<file path="config.mk">
export PLATFORM = sky130hd
export DESIGN_NAME = uart_receiver
export DESIGN_NICKNAME = d
export VERILOG_FILES = /design/src/rtl/uart_pkg.sv /design/src/rtl/uart_rx_sync.sv /design/src/rtl/uart_receiver.sv
export SDC_FILE = /design/constraint.sdc
export NUM_CORES = 1
export LEC_CHECK = 0
export CAP_MARGIN = 20
export CORE_MARGIN = 3
export CORE_UTILIZATION = 55
export DETAILED_ROUTE_END_ITERATION = 7
export PLACE_DENSITY_LB_ADDON = 0.1
export SYNTH_ARGS = -nofsm -noshare
export SYNTH_HDL_FRONTEND = slang
export SYNTH_HIERARCHICAL = 1
export SYNTH_SLANG_ARGS = --single-unit
</file>
<file path="constraint.sdc">
create_clock -name sysclk -period 4.2 [get_ports sysclk]
set_input_delay 0.63 -clock sysclk [delete_from_list [all_inputs] [get_ports sysclk]]
set_output_delay 0.63 -clock sysclk [all_outputs]
set_load 0.01 [all_outputs]
</file>
<file path="src/rtl/uart_pkg.sv">
// uart_pkg: shared types and constants for the UART receive path.
// Holds the receiver FSM state encoding and the oversampling constants.
package uart_pkg;

  typedef enum logic [2:0] {
    IDLE   = 3'd0,
    START  = 3'd1,
    DATA   = 3'd2,
    PARITY = 3'd3,
    STOP   = 3'd4,
    BREAK  = 3'd5
  } state_t;

  // brclk ticks per bit
  localparam int         OVERSAMPLE  = 16;
  // tick count at the middle of the start bit
  localparam logic [3:0] MID_SAMPLE  = 4'd7;
  // tick count one full bit after the previous sample point
  localparam logic [3:0] LAST_SAMPLE = 4'd15;

endpackage

</file>
<file path="src/rtl/uart_rx_sync.sv">
// uart_rx_sync: brings the asynchronous serial line and the baud-rate
// clock into the sysclk domain. rx_s is the double-flopped line, tick is a
// one-cycle pulse on each rising edge of brclk.
module uart_rx_sync (
  input  logic sysclk,
  input  logic reset,
  input  logic brclk,
  input  logic UART_RX,
  output logic rx_s,
  output logic tick
);

  logic [1:0] rx_sync_r;
  logic [2:0] br_sync_r;

  // Two-flop synchronizer for the serial line; idles high out of reset.
  always_ff @(posedge sysclk or negedge reset) begin
    if (!reset) begin
      rx_sync_r <= 2'b11;
    end else begin
      rx_sync_r <= {rx_sync_r[0], UART_RX};
    end
  end

  // Three-flop chain on brclk; the first stage only absorbs metastability.
  always_ff @(posedge sysclk or negedge reset) begin
    if (!reset) begin
      br_sync_r <= 3'b000;
    end else begin
      br_sync_r <= {br_sync_r[1:0], brclk};
    end
  end

  assign rx_s = rx_sync_r[1];
  assign tick = br_sync_r[1] & ~br_sync_r[2];

endmodule

</file>
<file path="src/rtl/uart_receiver.sv">
// uart_receiver: 16x oversampled UART receive stage (LSB first).
// Default build receives 8N1 frames. Defining UART_RX_PARITY_EN switches to
// 8E1 frames: a parity bit follows the data and mismatches pulse PARITY_ERR
// alongside RX_STATUS (the byte is still delivered).
module uart_receiver #(
  parameter int OVERSAMPLE = uart_pkg::OVERSAMPLE,
  parameter int DATA_BITS  = 8
) (
  input  logic                 sysclk,
  input  logic                 reset,
  input  logic                 brclk,
  input  logic                 UART_RX,
  output logic [DATA_BITS-1:0] RX_DATA,
  output logic                 RX_STATUS,
  output logic                 FRAME_ERR,
  output logic                 PARITY_ERR
);

  import uart_pkg::*;

  localparam int                 CNT_W    = $clog2(OVERSAMPLE);
  localparam int                 IDX_W    = $clog2(DATA_BITS);
  localparam logic [CNT_W-1:0]   MID_CNT  = CNT_W'(MID_SAMPLE);
  localparam logic [CNT_W-1:0]   LAST_CNT = CNT_W'(LAST_SAMPLE);
  localparam logic [IDX_W-1:0]   LAST_IDX = IDX_W'(DATA_BITS - 1);
`ifdef UART_RX_PARITY_EN
  localparam state_t             AFTER_DATA = PARITY;
`else
  localparam state_t             AFTER_DATA = STOP;
`endif

  logic                 rx_s;
  logic                 tick;

  state_t               state_r, state_s;
  logic [CNT_W-1:0]     cnt_r, cnt_s;
  logic [IDX_W-1:0]     idx_r, idx_s;
  logic [DATA_BITS-1:0] sh_r, sh_s;
  logic [DATA_BITS-1:0] data_r, data_s;
  logic                 status_r, status_s;
  logic                 ferr_r, ferr_s;
`ifdef UART_RX_PARITY_EN
  logic                 par_mis_r, par_mis_s;
  logic                 perr_r, perr_s;

  // Even parity: the parity bit makes the total count of ones even.
  function automatic logic even_parity(input logic [DATA_BITS-1:0] d);
    return ^d;
  endfunction
`endif

  uart_rx_sync u_sync (
    .sysclk  (sysclk),
    .reset   (reset),
    .brclk   (brclk),
    .UART_RX (UART_RX),
    .rx_s    (rx_s),
    .tick    (tick)
  );

  // Next-state, datapath and strobe decode for the frame FSM.
  always_comb begin
    state_s  = state_r;
    cnt_s    = cnt_r;
    idx_s    = idx_r;
    sh_s     = sh_r;
    data_s   = data_r;
    status_s = 1'b0;
    ferr_s   = 1'b0;
`ifdef UART_RX_PARITY_EN
    par_mis_s = par_mis_r;
    perr_s    = 1'b0;
`endif
    case (state_r)
      IDLE: begin
        if (!rx_s) begin
          cnt_s   = '0;
          state_s = START;
`ifdef UART_RX_PARITY_EN
          par_mis_s = 1'b0;
`endif
        end else begin
          state_s = IDLE;
        end
      end
      START: begin
        if (tick) begin
          if (cnt_r == MID_CNT) begin
            if (!rx_s) begin
              cnt_s   = '0;
              idx_s   = '0;
              state_s = DATA;
            end else begin
              // Line bounced back high before mid start bit: treat as glitch.
              state_s = IDLE;
            end
          end else begin
            cnt_s = cnt_r + CNT_W'(1);
          end
        end else begin
          cnt_s = cnt_r;
        end
      end
      DATA: begin
        if (tick) begin
          cnt_s = cnt_r + CNT_W'(1);
          if (cnt_r == LAST_CNT) begin
            sh_s  = {rx_s, sh_r[DATA_BITS-1:1]};
            idx_s = idx_r + IDX_W'(1);
            if (idx_r == LAST_IDX) begin
              state_s = AFTER_DATA;
            end else begin
              state_s = DATA;
            end
          end else begin
            state_s = DATA;
          end
        end else begin
          state_s = DATA;
        end
      end
`ifdef UART_RX_PARITY_EN
      PARITY: begin
        if (tick) begin
          cnt_s = cnt_r + CNT_W'(1);
          if (cnt_r == LAST_CNT) begin
            par_mis_s = (rx_s != even_parity(sh_r));
            state_s   = STOP;
          end else begin
            state_s = PARITY;
          end
        end else begin
          state_s = PARITY;
        end
      end
`endif
      STOP: begin
        if (tick) begin
          cnt_s = cnt_r + CNT_W'(1);
          if (cnt_r == LAST_CNT) begin
            if (rx_s) begin
              data_s   = sh_r;
              status_s = 1'b1;
`ifdef UART_RX_PARITY_EN
              perr_s   = par_mis_r;
`endif
              state_s  = IDLE;
            end else begin
              ferr_s  = 1'b1;
              state_s = BREAK;
            end
          end else begin
            state_s = STOP;
          end
        end else begin
          state_s = STOP;
        end
      end
      BREAK: begin
        // A held-low line must not restart a frame until it returns high.
        if (rx_s) begin
          state_s = IDLE;
        end else begin
          state_s = BREAK;
        end
      end
      default: begin
        state_s = IDLE;
      end
    endcase
  end

  // FSM, datapath and registered output strobes.
  always_ff @(posedge sysclk or negedge reset) begin
    if (!reset) begin
      state_r  <= IDLE;
      cnt_r    <= '0;
      idx_r    <= '0;
      sh_r     <= '0;
      data_r   <= '0;
      status_r <= 1'b0;
      ferr_r   <= 1'b0;
`ifdef UART_RX_PARITY_EN
      par_mis_r <= 1'b0;
      perr_r    <= 1'b0;
`endif
    end else begin
      state_r  <= state_s;
      cnt_r    <= cnt_s;
      idx_r    <= idx_s;
      sh_r     <= sh_s;
      data_r   <= data_s;
      status_r <= status_s;
      ferr_r   <= ferr_s;
`ifdef UART_RX_PARITY_EN
      par_mis_r <= par_mis_s;
      perr_r    <= perr_s;
`endif
    end
  end

  assign RX_DATA   = data_r;
  assign RX_STATUS = status_r;
  assign FRAME_ERR = ferr_r;
`ifdef UART_RX_PARITY_EN
  assign PARITY_ERR = perr_r;
`else
  assign PARITY_ERR = 1'b0;
`endif

endmodule

</file>
==> impl_metrics.csv, run 1 <==
group,metric,value,unit
outcome,outcome,"finished clean",
setup_path,crit_buf_inv,0,
timing,hold_viol,0,
timing,rsz0062_at_grt,"false",
setup_path,r2r_setup_slack,2.03,ns
layout,drive_gt1_share,27.7,%
setup_path,required,4.42,ns
synth,synth-async-reset-ratio,100,%
synth,seq_area_frac_synth,57.0,%
floorplanning,dieArea,3300,µm²
cts,cts_hold_buf,0,
setup_path,rr_startpoint,"cnt_r[0]$_DFFE_PN0P_",
power_and_ir_drop,clkPwrFrac,36.5,%
floorplanning,top_level_ports,15,
drt,routed_wl,2.31,mm
setup_path,cpMaxStageDelayCell,"nor2_1",
cts,clk_latency,0.33,ns
floorplanning,die_y,57.4,µm
cts,clk_pin_slew,0.09,ns
synth,ys_ff_latch,33,
floorplanning,dieWidth,57.4,µm
cts,cts_resized,0,
drt,dr.pass1.iters,4,
setup_path,cp.depth,5,
floorplanning,start_util,58.2,%
layout,layout_common_cells,"dfrtp_1, mux2_2, clkdlybuf4s50_1, a21oi_1",
grt,overflow,0,
timing,fin_skew,0.00998,ns
setup_path,path_cells,"ha_1 -> and3_2 -> nand3_4 -> nor2_1 -> mux2_2",
timing,fin_setup_tns,0,ns
setup_path,slowest_delay,0.65,ns
grt,antenna_found_initial,0,
timing,period_share,51.7,%
synth,synth_nets,121,
place,place_inst,152,
layout,final_nets,136,
drt,remaining_drc_errors,0,
min_path,whs_path_depth,0,
place,port_buffers,13,
power_and_ir_drop,power.density,396,nW/µm²
setup_path,cp-endpoint,"sh_r[6]$_DFFE_PN0P_",
place,dp_hpwl,1.59,mm
power_and_ir_drop,p_sw,0.158,mW
power_and_ir_drop,power_leakage,0.806,nW
timing,fmax,461,MHz
synth,synthTopCellsByArea,"dfrtp_1, mux2_2, dfstp_2",
setup_path,path_delay_family,"simple AND/OR/NAND/NOR gates",
drt,postRouteAntennaNets,0,
cts,numCtsBuffers,5,
cts,cts-htree-levels,2,
setup_path,crit_type,"reg -> reg",
layout,syn2layout_area_growth,15.8,%
timing,setup_viol,0,
synth,post_synth_num_cell_types,37,
synth,syn_inst,114,
grt,grt_max_degree,34,
synth,syn_area_per_cell,12.8,µm²
setup_path,critPathLaunch,"cnt_r[0]$_DFFE_PN0P_",
cts,cts_setup_buffers,0,
timing,worst_pin_slew,0.798,ns
synth,synth_edf_count,0,
drt,avgViaCountPerCell,5.76,
drt,wire_per_inst,14.4,µm
timing,maxSlewViolCount,0,
power_and_ir_drop,p_seq_share,53.6,%
place,gp_congestion,0.790,
setup_path,start_kind,"flop",
floorplanning,core_area,2500,µm²
timing,max-slew-margin-rel,46.6,%
synth,yosys.area.top_type_share,53.4,%
grt,grt_pass1_wl,4.10,mm
layout,stdcell_count,160,
cts,cts_tree,"built",
layout,final_common_cell,"dfrtp_1",
synth,yosysWarnings,6,
setup_path,worstRegToRegCells,5,
floorplanning,row_count,18,
grt,grt_pass1_vias,907,
power_and_ir_drop,internal_power,0.509,mW
synth,synth.cell_area,1450,µm²
cts,cts_buffer_depth,2,
power_and_ir_drop,swShare,23.7,%
power_and_ir_drop,power_frac_comb,9.9,%
synth,synth_flop_cell,"dfrtp_1",
min_path,min_path_type,"reg -> reg",
drt,drtIter0Drc,28,
setup_path,worstPathArrival,2.39,ns
drt,via_count,921,
cts,root_buffer,"clkbuf_4",
setup_path,cp-end-kind,"flop",
min_path,hp-start,"u_sync/rx_sync_r[0]$_DFF_PN1_",
layout,antennaDiodeCount,0,
grt,grtUsageTotal,16.4,%
synth,synth_area_leader_cell,"dfrtp_1",
flow_run,maxCapViolations,0,
setup_path,r2r-end,"sh_r[6]$_DFFE_PN0P_",
power_and_ir_drop,peakVddDrop,0.000305,V
cts,cts_sinks,33,
setup_path,critPathMaxFanout,11,
timing,period_needed,2.17,ns
metrics by stage:
stage / power (mW) / hold WS [ns] / cell area (µm²) / util (%) / setup WS, ns
2_1_floorplan: 0.410 / 0.331 / 1450 / - / 2.50
3_3_place_gp: 0.427 / 0.343 / 1600 / 64.0 / 2.11
3_5_place_dp: 0.430 / 0.336 / 1600 / 64.0 / 2.03
4_1_cts: 0.675 / 0.369 / 1680 / 67.4 / 2.02
5_1_grt: 0.704 / 0.374 / 1680 / 67.4 / 1.86
6_report: 0.667 / 0.368 / 1680 / 67.4 / 2.03
per-layer routing:
| metal | vias to the layer above | wire, µm | share of wire, % | GRT usage (%) |
|---|---|---|---|---|
| li1 | 436 | - | - | - |
| met3 | 5 | 114 | 4.9 | 6.33 |
| met4 | 0 | 42 | 1.8 | 6.95 |
| met2 | 22 | 1130 | 49 | 24.2 |
| met5 | - | 0 | 0 | 0 |
| met1 | 458 | 1020 | 44 | 21.4 |
area by class of cell:
| cell class | count | area, µm² |
|---|---|---|
| inverter | 4 | 15.0 |
| fill | 184 | 816 |
| timing repair buffer | 14 | 138 |
| clock buffer | 7 | 55.1 |
| multi-input combinational | 71 | 581 |
| clock inverter | 1 | 30.0 |
| sequential | 33 | 828 |
| tap | 30 | 37.5 |
flip-flops by register name, indices dropped and copies added (netlist names), 2 cells and up:
signal,count
u_sync/rx_sync_r,2
RX_DATA,8
cnt_r,4
idx_r,3
sh_r,8
state_r,3
u_sync/br_sync_r,3
synthesized netlist by cell type (3+ instances only):
library cell,instances
dfrtp_1,31
mux2_2,17
a21oi_1,7
nand2_1,5
inv_1,4
buf_2,3
ha_1,3
mux2i_1,3
nand2b_1,3
nor2_1,3
power by group through the flow:
stage	clock network, mW	registers (mW)	logic (mW)
floorplan	0	0.353	0.0571
global placement	0	0.362	0.0649
detailed placement	0	0.364	0.0664
CTS	0.250	0.357	0.0671
global route	0.263	0.362	0.0784
finish	0.244	0.358	0.0661
cell families after synthesis:
kind of cell | Yosys count | synth area share, %
muxes | 20 | 15.2
adders and majority gates | 3 | 2.58
AOI/OAI and AO/OA | 21 | 9.98
and+or+nand+nor | 26 | 11.9
DFF | 33 | 57.0
other | 1 | 0.258
buffers and inverters | 10 | 3.10
worst min path at each step:
| stage | endpoint | slack [ns] |
|---|---|---|
| final | u_sync/rx_sync_r[1]$_DFF_PN1_ | 0.37 |
| after global routing | u_sync/rx_sync_r[1]$_DFF_PN1_ | 0.37 |
| after CTS | u_sync/rx_sync_r[1]$_DFF_PN1_ | 0.37 |
| after global placement | u_sync/br_sync_r[1]$_DFF_PN0_ | 0.34 |
| after floorplan | FRAME_ERR$_DFF_PN0_ | 0.33 |
| after detailed placement | u_sync/br_sync_r[1]$_DFF_PN0_ | 0.34 |
(Power assumes the default switching activity.)
==> inputs of run 2 (changes only) <==
Settings changed: CORE_UTILIZATION 55 to 49.
Clock period 4.2 ns to 1.9 ns, I/O delays scaled along.
==> run 2 against run 1 <==
Net effect:
- count of clock-buffer cells in the layout grew 1
- flip-flop and latch count is the same
- largest cell class unchanged
- sequential power grew 120%
- non-clock buffer count grew 4
- worst setup slack lost 1.9 ns
- final cell count grew 3.1%
- maximum frequency grew 22%
- clock power grew 63%
- via count grew 2.6%
==> impl_metrics.csv, run 2 (synthesized netlist as in run 1, its figures left out) <==
group,metric,value,unit
grt,grt_pass1_vias,859,
cts,cts_buffer_depth,2,
timing,post-route-worst-setup-slack,0.127,ns
cts,cts_setup_buffers,0,
cts,clk_latency,0.32,ns
setup_path,worstPathArrival,1.97,ns
drt,remaining_drc_errors,0,
timing,period_needed,1.77,ns
timing,rsz0062_at_grt,"false",
cts,cts_hold_buf,0,
grt,grt_max_degree,34,
layout,antennaDiodeCount,0,
cts,cts-htree-levels,2,
floorplanning,dieWidth,60.5,µm
min_path,min_path_type,"in -> async",
grt,grt_pass1_wl,3.91,mm
flow_run,maxCapViolations,0,
place,port_buffers,13,
drt,routed_wl,2.39,mm
setup_path,rr_startpoint,"cnt_r[0]$_DFFE_PN0P_",
outcome,outcome,"finished clean",
setup_path,worstRegToRegCells,6,
drt,wire_per_inst,14.5,µm
setup_path,critPathMaxFanout,8,
floorplanning,core_area,2780,µm²
floorplanning,start_util,52.3,%
floorplanning,row_count,19,
drt,drtIter0Drc,37,
layout,layout_common_cells,"dfrtp_1, mux2_2, clkdlybuf4s50_1, a21oi_1",
layout,drive_gt1_share,31.3,%
timing,fmax,564,MHz
grt,antenna_found_initial,0,
cts,clk_pin_slew,0.10,ns
layout,syn2layout_area_growth,17.8,%
timing,setup_viol,0,
drt,postRouteAntennaNets,0,
timing,maxSlewViolCount,0,
drt,avgViaCountPerCell,5.73,
floorplanning,dieArea,3660,µm²
place,dp_hpwl,1.67,mm
drt,via_count,945,
cts,numCtsBuffers,5,
floorplanning,top_level_ports,15,
power_and_ir_drop,peakVddDrop,0.000573,V
floorplanning,die_y,60.5,µm
grt,grtUsageTotal,14.5,%
setup_path,start_kind,"flop",
setup_path,r2r-end,"sh_r[5]$_DFFE_PN0P_",
cts,cts_sinks,33,
power_and_ir_drop,power.density,783,nW/µm²
setup_path,crit_type,"reg -> reg",
timing,fin_setup_tns,0,ns
setup_path,required,2.10,ns
place,pre_cts_ws,0.0827,ns
timing,fin_skew,0.0159,ns
power_and_ir_drop,power_leakage,0.817,nW
drt,dr.pass1.iters,4,
grt,overflow,0,
timing,hold_viol,0,
setup_path,cp-end-kind,"flop",
place,gp_congestion,0.789,
cts,root_buffer,"clkbuf_4",
layout,final_nets,140,
cts,cts_tree,"built",
timing,period_share,93.3,%
setup_path,r2r_setup_slack,0.13,ns
layout,final_common_cell,"dfrtp_1",
run 2: worst max path at each step:
stage / from / endpoint / slack [ns]
floorplan: cnt_r[0]$_DFFE_PN0P_ / RX_DATA[0]$_DFFE_PN0P_ / 0.20
CTS: cnt_r[0]$_DFFE_PN0P_ / sh_r[5]$_DFFE_PN0P_ / 0.08
finish: cnt_r[0]$_DFFE_PN0P_ / sh_r[5]$_DFFE_PN0P_ / 0.13
detailed placement: cnt_r[0]$_DFFE_PN0P_ / sh_r[3]$_DFFE_PN0P_ / 0.08
global placement: cnt_r[0]$_DFFE_PN0P_ / RX_DATA[4]$_DFFE_PN0P_ / 0.16
global route: cnt_r[0]$_DFFE_PN0P_ / RX_DATA[6]$_DFFE_PN0P_ / 0.01
run 2: metal layers:
layer	part of all wire (%)	up-vias	track usage [%]	wire length (µm)
met4	1.0	0	4.64	25
met5	0	-	0	0
met3	4.0	4	4.47	96
li1	-	452	-	-
met2	48	19	22.7	1140
met1	47	470	19.5	1120
run 2: where the power goes:
| group | total (mW) | internal, mW | switching [mW] |
|---|---|---|---|
| Sequential | 0.791 | 0.741 | 0.0496 |
| Clock | 0.397 | 0.183 | 0.215 |
| Combinational | 0.153 | 0.0752 | 0.0782 |
run 2: worst max-delay path, stage by stage, from the launching register on:
cell and delay, ns:
dfrtp_1 0.40, ha_2 0.22, and3_2 0.24, nand3_4 0.11, nor2_2 0.17, buf_4 0.19
mux2_2 0.34
run 2: stage by stage:
step | area [µm²] | std cells | hold slack, ns | power (mW) | util [%]
after floorplan | 1450 | 114 | -0.0106 | 0.907 | -
after global placement | 1640 | 157 | 0.339 | 0.947 | 59.1
after detailed placement | 1640 | 157 | 0.336 | 0.956 | 59.1
after CTS | 1700 | 165 | 0.359 | 1.35 | 61.2
after global routing | 1710 | 165 | 0.359 | 1.41 | 61.6
final | 1710 | 165 | 0.351 | 1.34 | 61.6
run 2: layout make-up:
| cell class | instances | area, µm² |
|---|---|---|
| Tap cell | 31 | 38.8 |
| Timing Repair Buffer | 18 | 180 |
| Inverter | 4 | 15.0 |
| Clock buffer | 8 | 58.8 |
| Sequential cell | 33 | 828 |
| Fill cell | 238 | 1070 |
| Multi-Input combinational cell | 71 | 592 |
run 2: repair_timing:
item	CTS	global route
resized for setup	0	3
hold endpoints to repair	0	0
endpoints found under the setup margin	0	9
